## src/rtl/i2s_sample_rx.sv

```systemverilog
// i2s_sample_rx: oversampling I2S receiver producing paired 24-bit L/R samples
module i2s_sample_rx #(
  parameter int DATA_BITS     = 24,
  parameter int SLOT_BITS     = 32,
  parameter int OFFSET_BINARY = 1
) (
  input  logic                 clk,
  input  logic                 rst,
  input  logic                 bclk,
  input  logic                 lrclk,
  input  logic                 sdata,
  output logic [DATA_BITS-1:0] sample_l,
  output logic [DATA_BITS-1:0] sample_r,
  output logic                 sample_valid,
  output logic                 frame_err
);
  localparam int CW = $clog2(SLOT_BITS + 1);
  localparam logic [CW-1:0] LAST = CW'(DATA_BITS - 1);
  localparam logic [CW-1:0] SMAX = CW'(SLOT_BITS);
  localparam logic [DATA_BITS-1:0] OBM = {OFFSET_BINARY != 0, {(DATA_BITS-1){1'b0}}};
  localparam logic [1:0] IDLE = 2'd0, SHIFT = 2'd1, PAD = 2'd2;
  logic [1:0] b_sync_q, l_sync_q, d_sync_q;
  logic b_prev_q, rise_q, lr_q, sd_q;
  logic [1:0] state_q, state_d;
  logic ch_q, ch_d, lrp_q, lrp_d, left_ok_q, left_ok_d;
  logic [CW-1:0] bit_cnt_q, bit_cnt_d, slot_cnt_q, slot_cnt_d;
  logic [DATA_BITS-1:0] shift_q, shift_d, hold_q, hold_d;
  logic upd_q, upd_d, err_q, err_d;
  logic [DATA_BITS-1:0] sample_l_q, sample_r_q;
  logic valid_q, ferr_q;
  logic edge_w;
  // Sync plus one registered event stage keeps the edge-to-valid latency at four clks
  always_ff @(posedge clk or posedge rst) begin
    if (rst) begin
      b_sync_q <= '0;
      l_sync_q <= '0;
      d_sync_q <= '0;
      b_prev_q <= 1'b0;
      rise_q   <= 1'b0;
      lr_q     <= 1'b0;
      sd_q     <= 1'b0;
    end else begin
      b_sync_q <= {b_sync_q[0], bclk};
      l_sync_q <= {l_sync_q[0], lrclk};
      d_sync_q <= {d_sync_q[0], sdata};
      b_prev_q <= b_sync_q[1];
      rise_q   <= b_sync_q[1] & ~b_prev_q;
      lr_q     <= l_sync_q[1];
      sd_q     <= d_sync_q[1];
    end
  end
  assign edge_w = rise_q && (lr_q != lrp_q);
  always_comb begin
    state_d    = state_q;
    ch_d       = ch_q;
    lrp_d      = lrp_q;
    left_ok_d  = left_ok_q;
    bit_cnt_d  = bit_cnt_q;
    slot_cnt_d = slot_cnt_q;
    shift_d    = shift_q;
    hold_d     = hold_q;
    upd_d      = 1'b0;
    err_d      = 1'b0;
    if (rise_q) begin
      lrp_d = lr_q;
      if (edge_w) begin
        slot_cnt_d = '0;
        bit_cnt_d  = '0;
        ch_d       = lr_q;
        state_d    = SHIFT;
        err_d      = (state_q == SHIFT);
        left_ok_d  = left_ok_q && state_q != SHIFT && lr_q;
      end else begin
        slot_cnt_d = (slot_cnt_q == SMAX) ? slot_cnt_q : slot_cnt_q + 1'b1;
        if (state_q != IDLE && slot_cnt_q == SMAX) begin
          err_d     = 1'b1;
          state_d   = IDLE;
          left_ok_d = 1'b0;
        end else if (state_q == SHIFT) begin
          shift_d   = {shift_q[DATA_BITS-2:0], sd_q};
          bit_cnt_d = bit_cnt_q + 1'b1;
          if (bit_cnt_q == LAST) begin
            state_d   = PAD;
            hold_d    = ch_q ? hold_q : shift_d;
            upd_d     = ch_q && left_ok_q;
            left_ok_d = !ch_q;
          end
        end
      end
    end
  end
  always_ff @(posedge clk or posedge rst) begin
    if (rst) begin
      state_q    <= IDLE;
      ch_q       <= 1'b0;
      lrp_q      <= 1'b0;
      left_ok_q  <= 1'b0;
      bit_cnt_q  <= '0;
      slot_cnt_q <= '0;
      shift_q    <= '0;
      hold_q     <= '0;
      upd_q      <= 1'b0;
      err_q      <= 1'b0;
    end else begin
      state_q    <= state_d;
      ch_q       <= ch_d;
      lrp_q      <= lrp_d;
      left_ok_q  <= left_ok_d;
      bit_cnt_q  <= bit_cnt_d;
      slot_cnt_q <= slot_cnt_d;
      shift_q    <= shift_d;
      hold_q     <= hold_d;
      upd_q      <= upd_d;
      err_q      <= err_d;
    end
  end
  // The right word stays in shift_q while in PAD, so it is still intact here
  always_ff @(posedge clk or posedge rst) begin
    if (rst) begin
      sample_l_q <= '0;
      sample_r_q <= '0;
      valid_q    <= 1'b0;
      ferr_q     <= 1'b0;
    end else begin
      valid_q <= upd_q;
      ferr_q  <= err_q;
      if (upd_q) begin
        sample_l_q <= hold_q ^ OBM;
        sample_r_q <= shift_q ^ OBM;
      end
    end
  end
  assign sample_l     = sample_l_q;
  assign sample_r     = sample_r_q;
  assign sample_valid = valid_q;
  assign frame_err    = ferr_q;
endmodule

```

## config.mk

```make
export PLATFORM = sky130hd
export DESIGN_NAME = i2s_sample_rx
export DESIGN_NICKNAME = d
export VERILOG_FILES = /design/src/rtl/i2s_sample_rx.sv
export SDC_FILE = /design/constraint.sdc
export NUM_CORES = 1
export LEC_CHECK = 0
export ABC_AREA = 1
export ABC_CLOCK_PERIOD_IN_PS = 9000
export CAP_MARGIN = 25
export CELL_PAD_IN_SITES_DETAIL_PLACEMENT = 0
export CELL_PAD_IN_SITES_GLOBAL_PLACEMENT = 1
export CORE_AREA = 2 2 109 111
export CTS_CLUSTER_DIAMETER = 40
export DETAILED_ROUTE_END_ITERATION = 7
export DIE_AREA = 0 0 111 113
export PLACE_DENSITY_LB_ADDON = 0.1
export SKIP_CTS_REPAIR_TIMING = 1
export SLEW_MARGIN = 10
export SYNTH_ARGS = -nofsm -noshare
export SYNTH_HDL_FRONTEND = slang
export SYNTH_SLANG_ARGS = --single-unit
```

## constraint.sdc

```tcl
create_clock -name clk -period 9 [get_ports clk]
set_input_delay 1.35 -clock clk [delete_from_list [all_inputs] [get_ports clk]]
set_output_delay 1.35 -clock clk [all_outputs]
set_load 0.03 [all_outputs]
```

==> flow_summary.toml <==
[logic_synthesis]
synth_top_area_cell = "dfrtp_1"
synthMuxAreaShare_pct = 0
synth_top_area_share_pct = 62.5
synth_xor_area_share_pct = 0
synthAdderAreaFrac_pct = 0.739
yosysWarnings = 0
synth_compound_area_share_pct = 6.57
synth_cell_type_count = 26
avgSynthCellArea_sq_um = 9.32
ys_seq_elements = 127
synth_fp_nets = 553
syn_inst = 545
ys_top_cells_by_area = "dfrtp_1 63%, nand2_1 15%, o21ai_0 4.0%"
yosys.area_share.simple_pct = 23.5
synth_seq_area_share_pct = 62.5
synth_top_family_by_area = "simple AND/OR/NAND/NOR gates"
mappedNetlistArea_sq_mm = 0.00508

[clocking]
clockRootBuffer = "clkbuf_16"
cts_tree = "done"
cts_buffer_depth = 2
clock_latency_ns = 0.40
cts.sinks = 127
clkTransAtPathRegs_ns = 0.06
htree_levels = 4
cts_made_buffers = 17

[routing]
drtAntennaViolNets = 0
initialDrtViolationCount = 245
drcViolationCount = 0
viasPerCell = 4.82
dr_total_vias = 3626
drt_wl_total_microns = 9910
routedWlPerCell_microns = 13.2
dr.pass1.iters = 4

[cells_and_area]
nets = 605
finalNonFillerCells = 753
final_cell_mix = "207 x nand2_1, 127 x dfrtp_1, 54 x clkdlybuf4s50_1"
areaGrowthSynthToFinish_pct = 23.9
fill_cells = 1047
layout_commonest_cell = "nand2_1"
drive_gt1_share_pct = 9.34
num_antenna_cells = 0

[die]
die_h_microns = 113
core_area_sq_mm = 0.0113
die_area_sq_mm = 0.0125
fp.dieW_microns = 111
initial_core_util_pct = 45.1
rows = 39
ios = 55

[power_and_ir_drop]
leakage_nw = 3.12
peakVddDrop_mv = 0.117
power.density_mw_per_mm2 = 220

[grt]
first_global_vias = 3581
grt_max_degree = 74
grt-ovfl-total = 0
grt_usage_pct = 17.4
antenna_found_initial = 0
grt_pass1_wl_microns = 17400

[timing]
rsz0062_at_grt = "false"
setup_viol = 0
drv_slew = 0
setup_tns_ns = 0
whs_ns = 0.347
relSlewSlack_pct = 36.2
fmax_mhz = 352
max_slew.worst_pin.slew_ns = 0.956
period_share_pct = 31.6
report.final.hold_viol_count = 0
fin_crit_ns = 2.84
clock-skew-final_ns = 0.00510

[critical_path]
required_ns = 7.65
worst-path-buf-inv = 1
crit_path_end_kind = "output pin"
arrival_ns = 1.49
crit_path_cell_trace = "clkdlybuf4s50_1"
startpoint_type = "flop"
rrSetupSlack_ns = 6.57
crit_type = "reg2out"
max_stage_delay_ns = 0.69
cp_top_family = "buffers and inverters"
cp_slowest_cell = "clkdlybuf4s50_1"
r2r_start = "slot_cnt_q[0]$_DFFE_PP0P_"
reg2reg_to = "shift_q[9]$_DFFE_PP0P_"
rr_worst_depth = 9
crit_fanout = 2

[worst_hold_path]
min_from = "b_sync_q[0]$_DFF_PP0_"
hold_path_class = "reg2reg"
whs_endpoint = "b_sync_q[1]$_DFF_PP0_"
min_path_cells = 0

[placed_design]
place_inst = 719
hpwlAfterDp_microns = 6100
place.gp.congestion = 0.805
portBuffers = 54

[outcome]
outcome = "finished, final reports clean"

[job]
drv_cap = 0
[worst max-delay path by stage]
| stage | cells after the start | slack [ns] | from | endpoint |
|---|---|---|---|---|
| 2_1_floorplan | 1 | 4.27 | rst | b_prev_q$_DFF_PP0_ |
| 6_report | 1 | 6.16 | sample_r[20]$_DFFE_PP0P_ | sample_r[20] |
| 3_5_place_dp | 3 | 5.68 | rst | shift_q[1]$_DFFE_PP0P_ |
| 3_3_place_gp | 3 | 5.72 | rst | shift_q[0]$_DFFE_PP0P_ |
| 5_1_grt | 3 | 5.88 | rst | sample_l[0]$_DFFE_PP0P_ |
| 4_1_cts | 7 | 6.10 | slot_cnt_q[0]$_DFFE_PP0P_ | shift_q[9]$_DFFE_PP0P_ |
[synth_stat cells, drive strengths merged]
cell type,instances
buf,10
o21a,1
ha,3
a21oi,4
o22ai,1
nand4,4
inv,48
nand3,37
nand2,213
dfrtp,127
o21ai,57
clkbuf,14
nor3,2
nor2,23
or2,1
[layout make-up]
| type | instances | area [sq um] | share of cell area (%) |
|---|---|---|---|
| inverters | 48 | 183 | 2.90 |
| well taps | 143 | 179 | 2.84 |
| repair buffers | 57 | 596 | 9.46 |
| multi-input cells | 346 | 1560 | 24.8 |
| clock inverters | 14 | 158 | 2.50 |
| clock buffers | 18 | 439 | 6.98 |
| flip-flops and latches | 127 | 3180 | 50.5 |
[cell families (layout without fill, tap and decap cells)]
kind of cell             after synthesis  after routing
adder cells (fa/ha/maj)                3              3
AO/OA/AOI/OAI                         63             63
buffers and inverters                 72            137
flip-flops                           127            127
AND/OR/NAND/NOR                      280            280
[routing by layer]
metal	global-route usage (%)	vias up	share of wire (%)
met5	0	-	0
met4	5.33	0	1.1
met3	4.87	10	4.0
met2	28.1	65	47
met1	23.1	1733	48
li1	-	1818	-
[registers in the layout (all words and copies together), names as in the netlist]
register / flops
slot_cnt_q: 6
hold_q: 24
l_sync_q: 2
lrp_q: 1
b_prev_q: 1
b_sync_q: 2
ch_q: 1
state_q: 2
bit_cnt_q: 6
lr_q: 1
rise_q: 1
sd_q: 1
left_ok_q: 1
sample_l: 24
upd_q: 1
sample_r: 24
shift_q: 24
err_q: 1
frame_err: 1
sample_valid: 1
d_sync_q: 2
[where the power goes]
group	total (mW)	internal, mW	switching (mW)	leakage [nW]
registers	0.623	0.600	0.0227	1.73
logic	0.0819	0.0270	0.0550	1.10
clock network	0.678	0.420	0.258	0.284
total	1.38	1.05	0.336	3.12
[metrics by stage]
step	power (mW)	utilization (%)	area, sq um	setup slack (ns)
finish	1.38	55.9	6300	6.16
floorplan	0.693	-	5080	4.27
CTS	1.40	55.4	6250	6.10
detailed placement	0.715	50.1	5650	5.68
global placement	0.710	50.1	5650	5.72
global route	1.45	55.9	6300	5.88
No activity file was read; power rests on OpenSTA's default activity.
